## src/rtl/bus_arb_pkg.sv

```systemverilog
// Shared types and constants for the two-master / three-slave bus arbiter.
package bus_arb_pkg;

    typedef enum logic [1:0] {
        IDLE   = 2'd0,
        M1_OWN = 2'd1,
        M2_OWN = 2'd2
    } arb_state_t;

    typedef logic [1:0] slave_id_t;

    localparam slave_id_t SLV0     = 2'd0;
    localparam slave_id_t SLV1     = 2'd1;
    localparam slave_id_t SLV2     = 2'd2;
    localparam slave_id_t SLV_NONE = 2'd3;

    localparam logic MST1 = 1'b0;
    localparam logic MST2 = 1'b1;

    localparam int TIMEOUT_DEFAULT = 63;

    // One-hot slave enable for a slave id; SLV_NONE decodes to no enable.
    function automatic logic [2:0] slave_onehot(slave_id_t s);
        logic [2:0] oh;
        oh = 3'b000;
        if (s != SLV_NONE) oh[s] = 1'b1;
        return oh;
    endfunction

endpackage

```

## src/rtl/bus_arbiter_if.sv

```systemverilog
// Arbiter handshake bundle: master requests, slave split flags, grants and selects.
// The master modport is the requesting side; the slave modport is the arbiter.
interface bus_arbiter_if;
    import bus_arb_pkg::*;

    logic       m1_req;
    slave_id_t  m1_slave_sel;
    logic       m1_done;
    logic       m2_req;
    slave_id_t  m2_slave_sel;
    logic       m2_done;
    logic [2:0] split_en;

    logic       m1_grant;
    logic       m2_grant;
    logic       msel;
    slave_id_t  ssel;
    logic [2:0] s_en;
    logic       split_pending;
    logic       timeout;

    modport master (
        output m1_req, m1_slave_sel, m1_done,
        output m2_req, m2_slave_sel, m2_done, split_en,
        input  m1_grant, m2_grant, msel, ssel, s_en, split_pending, timeout
    );

    modport slave (
        input  m1_req, m1_slave_sel, m1_done,
        input  m2_req, m2_slave_sel, m2_done, split_en,
        output m1_grant, m2_grant, msel, ssel, s_en, split_pending, timeout
    );

endinterface

```

## src/rtl/arb_timeout_counter.sv

```systemverilog
// Ownership-age counter: counts cycles while a master holds the bus and
// flags when the count reaches the forced-release limit.
module arb_timeout_counter #(
    parameter int WIDTH   = 6,
    parameter int TIMEOUT = 63
) (
    input  logic clk,
    input  logic reset,
    input  logic clr,
    input  logic en,
    output logic hit
);

    localparam logic [WIDTH-1:0] LIMIT = WIDTH'(TIMEOUT);

    logic [WIDTH-1:0] cnt;

    // Clear dominates enable so every new owner starts from zero.
    always_ff @(posedge clk or negedge reset) begin
        if (!reset)   cnt <= '0;
        else if (clr) cnt <= '0;
        else if (en)  cnt <= cnt + 1'b1;
    end

    assign hit = (cnt == LIMIT);

endmodule

```

## src/rtl/bus_arbiter.sv

```systemverilog
// Central bus arbiter: grants one of two masters, drives mux selects and
// slave enables, parks a master on a slave split and resumes it first.
module bus_arbiter
    import bus_arb_pkg::*;
#(
    parameter int TIMEOUT = TIMEOUT_DEFAULT
) (
    input  logic          clk,
    input  logic          reset,
    bus_arbiter_if.slave  bus
);

    arb_state_t state;
    logic       m1_grant, m2_grant, msel, timeout;
    slave_id_t  ssel;
    logic [2:0] s_en;

    logic       split_valid;
    logic       split_master;
    slave_id_t  split_slave;

    logic       to_hit;
    logic       own_done, own_split, resume_ok, m1_ok, m2_ok;

    arb_timeout_counter #(.WIDTH(6), .TIMEOUT(TIMEOUT)) u_timeout (
        .clk   (clk),
        .reset (reset),
        .clr   (state == IDLE),
        .en    (state != IDLE),
        .hit   (to_hit)
    );

    // Per-cycle decisions: owner done/split, resume of a parked master, and
    // request eligibility (valid slave, not the parked slave, not the parked master).
    always_comb begin
        own_done  = (state == M2_OWN) ? bus.m2_done : bus.m1_done;
        own_split = |(slave_onehot(ssel) & bus.split_en);
        resume_ok = split_valid && !(|(slave_onehot(split_slave) & bus.split_en));
        m1_ok     = bus.m1_req && (bus.m1_slave_sel != SLV_NONE)
                    && !(split_valid && bus.m1_slave_sel == split_slave)
                    && !(split_valid && split_master == MST1);
        m2_ok     = bus.m2_req && (bus.m2_slave_sel != SLV_NONE)
                    && !(split_valid && bus.m2_slave_sel == split_slave)
                    && !(split_valid && split_master == MST2);
    end

    // Arbitration FSM with registered outputs; msel holds the last owner while idle.
    always_ff @(posedge clk or negedge reset) begin
        if (!reset) begin
            state        <= IDLE;
            m1_grant     <= 1'b0;
            m2_grant     <= 1'b0;
            msel         <= MST1;
            ssel         <= SLV_NONE;
            s_en         <= 3'b000;
            timeout      <= 1'b0;
            split_valid  <= 1'b0;
            split_master <= MST1;
            split_slave  <= SLV_NONE;
        end else begin
            timeout <= 1'b0;
            case (state)
                IDLE: begin
                    if (resume_ok) begin
                        split_valid <= 1'b0;
                        ssel        <= split_slave;
                        s_en        <= slave_onehot(split_slave);
                        msel        <= split_master;
                        if (split_master == MST1) begin
                            state    <= M1_OWN;
                            m1_grant <= 1'b1;
                        end else begin
                            state    <= M2_OWN;
                            m2_grant <= 1'b1;
                        end
                    end else if (m1_ok) begin
                        state    <= M1_OWN;
                        m1_grant <= 1'b1;
                        msel     <= MST1;
                        ssel     <= bus.m1_slave_sel;
                        s_en     <= slave_onehot(bus.m1_slave_sel);
                    end else if (m2_ok) begin
                        state    <= M2_OWN;
                        m2_grant <= 1'b1;
                        msel     <= MST2;
                        ssel     <= bus.m2_slave_sel;
                        s_en     <= slave_onehot(bus.m2_slave_sel);
                    end
                end
                M1_OWN, M2_OWN: begin
                    // done beats split and timeout; a second split is ignored.
                    if (own_done || (own_split && !split_valid) || to_hit) begin
                        state    <= IDLE;
                        m1_grant <= 1'b0;
                        m2_grant <= 1'b0;
                        ssel     <= SLV_NONE;
                        s_en     <= 3'b000;
                        if (!own_done && own_split && !split_valid) begin
                            split_valid  <= 1'b1;
                            split_master <= (state == M2_OWN) ? MST2 : MST1;
                            split_slave  <= ssel;
                        end else if (!own_done && to_hit) begin
                            timeout <= 1'b1;
                        end
                    end
                end
                default: begin
                    state    <= IDLE;
                    m1_grant <= 1'b0;
                    m2_grant <= 1'b0;
                    ssel     <= SLV_NONE;
                    s_en     <= 3'b000;
                end
            endcase
        end
    end

    assign bus.m1_grant      = m1_grant;
    assign bus.m2_grant      = m2_grant;
    assign bus.msel          = msel;
    assign bus.ssel          = ssel;
    assign bus.s_en          = s_en;
    assign bus.split_pending = split_valid;
    assign bus.timeout       = timeout;

endmodule

```

## src/flat_wrapper.sv

```systemverilog
// flat-port wrapper written by rule: the top's interface ports become plain ports
module bus_arbiter_flat import bus_arb_pkg::*;
#(
    parameter int TIMEOUT = TIMEOUT_DEFAULT
)
  (clk, reset, bus_m1_req, bus_m1_slave_sel, bus_m1_done, bus_m2_req, bus_m2_slave_sel, bus_m2_done, bus_split_en, bus_m1_grant, bus_m2_grant, bus_msel, bus_ssel, bus_s_en, bus_split_pending, bus_timeout);
  bus_arbiter_if bus_i ();
  input  logic clk;
  input  logic reset;
  input wire logic [$bits(bus_i.m1_req)-1:0] bus_m1_req;
  input wire logic [$bits(bus_i.m1_slave_sel)-1:0] bus_m1_slave_sel;
  input wire logic [$bits(bus_i.m1_done)-1:0] bus_m1_done;
  input wire logic [$bits(bus_i.m2_req)-1:0] bus_m2_req;
  input wire logic [$bits(bus_i.m2_slave_sel)-1:0] bus_m2_slave_sel;
  input wire logic [$bits(bus_i.m2_done)-1:0] bus_m2_done;
  input wire logic [$bits(bus_i.split_en)-1:0] bus_split_en;
  output wire logic [$bits(bus_i.m1_grant)-1:0] bus_m1_grant;
  output wire logic [$bits(bus_i.m2_grant)-1:0] bus_m2_grant;
  output wire logic [$bits(bus_i.msel)-1:0] bus_msel;
  output wire logic [$bits(bus_i.ssel)-1:0] bus_ssel;
  output wire logic [$bits(bus_i.s_en)-1:0] bus_s_en;
  output wire logic [$bits(bus_i.split_pending)-1:0] bus_split_pending;
  output wire logic [$bits(bus_i.timeout)-1:0] bus_timeout;
  assign bus_i.m1_req = bus_m1_req;
  assign bus_i.m1_slave_sel = bus_m1_slave_sel;
  assign bus_i.m1_done = bus_m1_done;
  assign bus_i.m2_req = bus_m2_req;
  assign bus_i.m2_slave_sel = bus_m2_slave_sel;
  assign bus_i.m2_done = bus_m2_done;
  assign bus_i.split_en = bus_split_en;
  assign bus_m1_grant = bus_i.m1_grant;
  assign bus_m2_grant = bus_i.m2_grant;
  assign bus_msel = bus_i.msel;
  assign bus_ssel = bus_i.ssel;
  assign bus_s_en = bus_i.s_en;
  assign bus_split_pending = bus_i.split_pending;
  assign bus_timeout = bus_i.timeout;
  bus_arbiter #(.TIMEOUT(TIMEOUT)) u_core (.clk(clk), .reset(reset), .bus(bus_i));
endmodule
```

## config.mk

```make
export PLATFORM = sky130hd
export DESIGN_NAME = bus_arbiter_flat
export DESIGN_NICKNAME = d
export VERILOG_FILES = /design/src/rtl/bus_arb_pkg.sv /design/src/rtl/bus_arbiter_if.sv /design/src/rtl/arb_timeout_counter.sv /design/src/rtl/bus_arbiter.sv /design/src/flat_wrapper.sv
export SDC_FILE = /design/constraint.sdc
export NUM_CORES = 1
export LEC_CHECK = 0
export CAP_MARGIN = 5
export CORE_UTILIZATION = 50
export CTS_BUF_LIST = sky130_fd_sc_hd__clkbuf_8 sky130_fd_sc_hd__clkbuf_16
export DETAILED_ROUTE_END_ITERATION = 8
export PLACE_DENSITY = 0.76
export SLEW_MARGIN = 20
export SYNTH_ARGS = -nofsm -noshare
export SYNTH_HDL_FRONTEND = slang
export SYNTH_SLANG_ARGS = --single-unit
```

## constraint.sdc

```tcl
create_clock -name clk -period 3.09 [get_ports clk]
set_clock_uncertainty 0.05 [all_clocks]
set_input_delay 0.618 -clock clk [delete_from_list [all_inputs] [get_ports clk]]
set_output_delay 0.618 -clock clk [all_outputs]
set_load 0.02 [all_outputs]
```

==> metrics.txt <==
fin util=0.643; PwrDens=962 nW/um^2; Hold Path Class=flop to flop; Pre-antenna DRT Iters=4; vias per cell=5.66; sequential element share of the synthesized area=0.407; antenna violations before repair=0; Rel. slew slack=0.377; design area=1590 sq um; Yosys reg bits=21; CTS tree=yes; crit start category=input pin; Tcrit/Tclk final=0.829; static leakage=0.704 nW; synth unique cells=54; Crit path largest cell delay=0.55 ns; critical-path cell list=clkdlybuf4s50_1 > nor3_1 > a2111oi_0 > o211ai_1 > and2_4 > a21oi_4 > mux2_4; RSZ-0062 raised after global routing=no; Worst-path clk slew=0.07 ns; actual transition at the worst max-transition pin=0.932 ns; first-pass GRT wire length=4.43 mm; die footprint=2820 sq um; Ports=23; CTS sink cnt=21; largest fanout on the critical path=6; pin count of the biggest net entering global routing=22; worst-skew pair later-pin latency=0.26 ns; nets=169; GRT Residual Overflow=0; worst endpoint required time=3.19 ns; crit end category=flop; worst path arrival time=between 2 and 3 ns; synth warn=0; First DRT Iteration DRCs=25; type of the worst setup path=input pin to flop; post-placement cell area=1550 sq um; Syn Area/Cell=10.1 sq um; number of port buffers=22; Max Cap Violations=0; post-route minimum period=between 2 and 3 ns; Cell Area, Synth=around 1300 sq um; final wirelength=roughly 2.7 mm; ANT nets after route=0; post-CTS resize count=0; status=finished clean; core area=around 2500 sq um; routed length per instance=15.0 um; Post-CTS Hold Buffers=0; Total GRT Usage=0.225; Net Count, Synth=145; cell count after synthesis=129; gpl congestion=0.837; dpl hpwl=2.00 mm; CTS root buffer=clkbuf_8; post-synthesis async set-or-reset flop share=1.00; # rows=18; vias in the first global route=between 900 and 1000; number of enable flip-flop cells after synthesis=0; n_diodes=0; fmax=slightly below 0.4 GHz; Initial Util=0.526; final hold viol count=0; setup_tns=0 ns; H-tree depth=1; share of cells above drive strength 1=0.171; Post-CTS Setup Repair Bufs=0; Peak VDD IR=approximately 0.56 mV; Chip Width=53.1 um; Area Growth Syn to Fin=22.2%; Remaining DRCs=0; Slowest cell on crit path=clkdlybuf4s50_1; final max-slew violation count=0; Finish-stage setup viols=0; Clock Path Buffers=2; vias after detailed routing=1031; Num CTS Buffers=3; Die Ht=between 50 and 60 um; ys flop type=dfrtp_1
-- area by class of cell --
cell class              instances  area (sq um)
repair buffers                 24           235
clock buffers                   3          41.3
well taps                      30          37.5
clock inverters                 1          5.00
fillers                       210           885
flip-flops and latches         21           531
multi-input cells              94           709
inverters                       9          33.8
-- synthesized netlist by cell type (all sizes together) (2+ instances only) --
master	count	area, sq um
mux2i	3	30.0
a221o	2	20.0
or2	3	18.8
mux2	5	71.3
xnor2	5	51.3
a21o	2	16.3
dfstp	4	105
inv	9	33.8
a21oi	6	45.1
dfrtp	17	425
and2b	2	16.3
o21ai	3	15.0
ha	3	37.5
buf	4	26.3
nand3	2	10.0
a2111oi	3	51.3
a211oi	2	15.0
and3	3	18.8
nor3	4	25.0
nor2	14	55.1
nand2	8	30.0
nand3b	4	30.0
nor2b	4	25.0
-- per-layer routing --
metal,track usage,vias to the layer above,share of wire
met5,0,-,0
met2,0.376,24,0.49
met4,0.0921,0,0.0099
met3,0.0259,4,0.037
met1,0.294,501,0.47
li1,-,502,-
-- path summary, 6_finish.rpt --
| path | from | endpoint | slack, ns | cells past startpoint |
|---|---|---|---|---|
| max | bus_m2_slave_sel[1] | u_core.bus.s_en[0]$_DFFE_PN0P_ | 0.53 | 7 |
| min | u_core.u_timeout.cnt[0]$_DFF_PN0_ | u_core.u_timeout.cnt[0]$_DFF_PN0_ | 0.42 | 1 |
| max reg2reg | u_core.split_slave[0]$_DFFE_PN1P_ | u_core.bus.s_en[0]$_DFFE_PN0P_ | 0.71 | 6 |
| min reg2reg | u_core.u_timeout.cnt[0]$_DFF_PN0_ | u_core.u_timeout.cnt[0]$_DFF_PN0_ | 0.42 | 1 |
| max in group asynchronous | reset | u_core.u_timeout.cnt[2]$_DFF_PN0_ | 1.60 | 1 |
| min in group asynchronous | reset | u_core.bus.s_en[1]$_DFFE_PN0P_ | 0.82 | 1 |
-- logic make-up after synthesis --
| kind of cell | synth area share |
|---|---|
| buffers and inverters | 0.0489 |
| DFF | 0.407 |
| adders and majority gates | 0.0288 |
| and+or+nand+nor | 0.199 |
| muxes | 0.0777 |
| xor gates and xnor gates | 0.0461 |
| AOI/OAI and AO/OA | 0.193 |
-- flip-flops by register name (all words and copies together) (netlist names) --
name	count
u_core.bus.msel	1
u_core.bus.ssel	2
u_core.u_timeout.cnt	6
u_core.bus.s_en	3
u_core.bus.split_pending	1
u_core.bus.m2_grant	1
u_core.state	2
u_core.bus.timeout	1
u_core.split_slave	2
u_core.bus.m1_grant	1
u_core.split_master	1
-- critical path: cells and delay by family --
family | cells | cell delay [ns]
compound gates | 3 | 0.89
buf+inv | 1 | 0.55
mux | 1 | 0.32
simple gates | 2 | 0.29
-- report_power, final --
part / leakage (nW) / switching (mW) / total, mW / internal [mW]
sequential: 0.267 / 0.124 / 0.519 / 0.394
combinational: 0.412 / 0.417 / 0.830 / 0.413
clock: 0.0255 / 0.0936 / 0.184 / 0.0900
total: 0.704 / 0.634 / 1.53 / 0.897
-- through the flow --
step                setup WS, ns  power, mW  hold WS (ns)  cells
global route               0.379       1.64         0.432    182
finish                     0.528       1.53         0.418    182
floorplan                   1.00       1.11         0.272    129
detailed placement         0.246       1.35         0.406    178
CTS                        0.528       1.54         0.417    182
global placement           0.355       1.32         0.392    178
-- cells in the final DEF, fill, tap and decap left out, types with 2 or more instances in the layout --
| master | Yosys | layout |
|---|---|---|
| clkdlybuf4s50_1 | 0 | 22 |
| dfrtp_1 | 17 | 17 |
| nor2_1 | 13 | 13 |
| inv_1 | 9 | 9 |
| nand2_1 | 8 | 8 |
| xnor2_1 | 4 | 4 |
| nor2b_1 | 4 | 4 |
| nand3b_1 | 4 | 4 |
| a21oi_1 | 4 | 4 |
| mux2_4 | 4 | 4 |
| dfstp_2 | 4 | 4 |
| and3_1 | 3 | 3 |
| mux2i_1 | 3 | 3 |
| nor3_1 | 3 | 3 |
| ha_1 | 3 | 3 |
| clkbuf_8 | 0 | 3 |
| nand3_1 | 2 | 2 |
| a211oi_1 | 2 | 2 |
| o21ai_0 | 2 | 2 |
| a221o_1 | 2 | 2 |
| buf_4 | 0 | 2 |
Power figures use the tool's default switching activity.
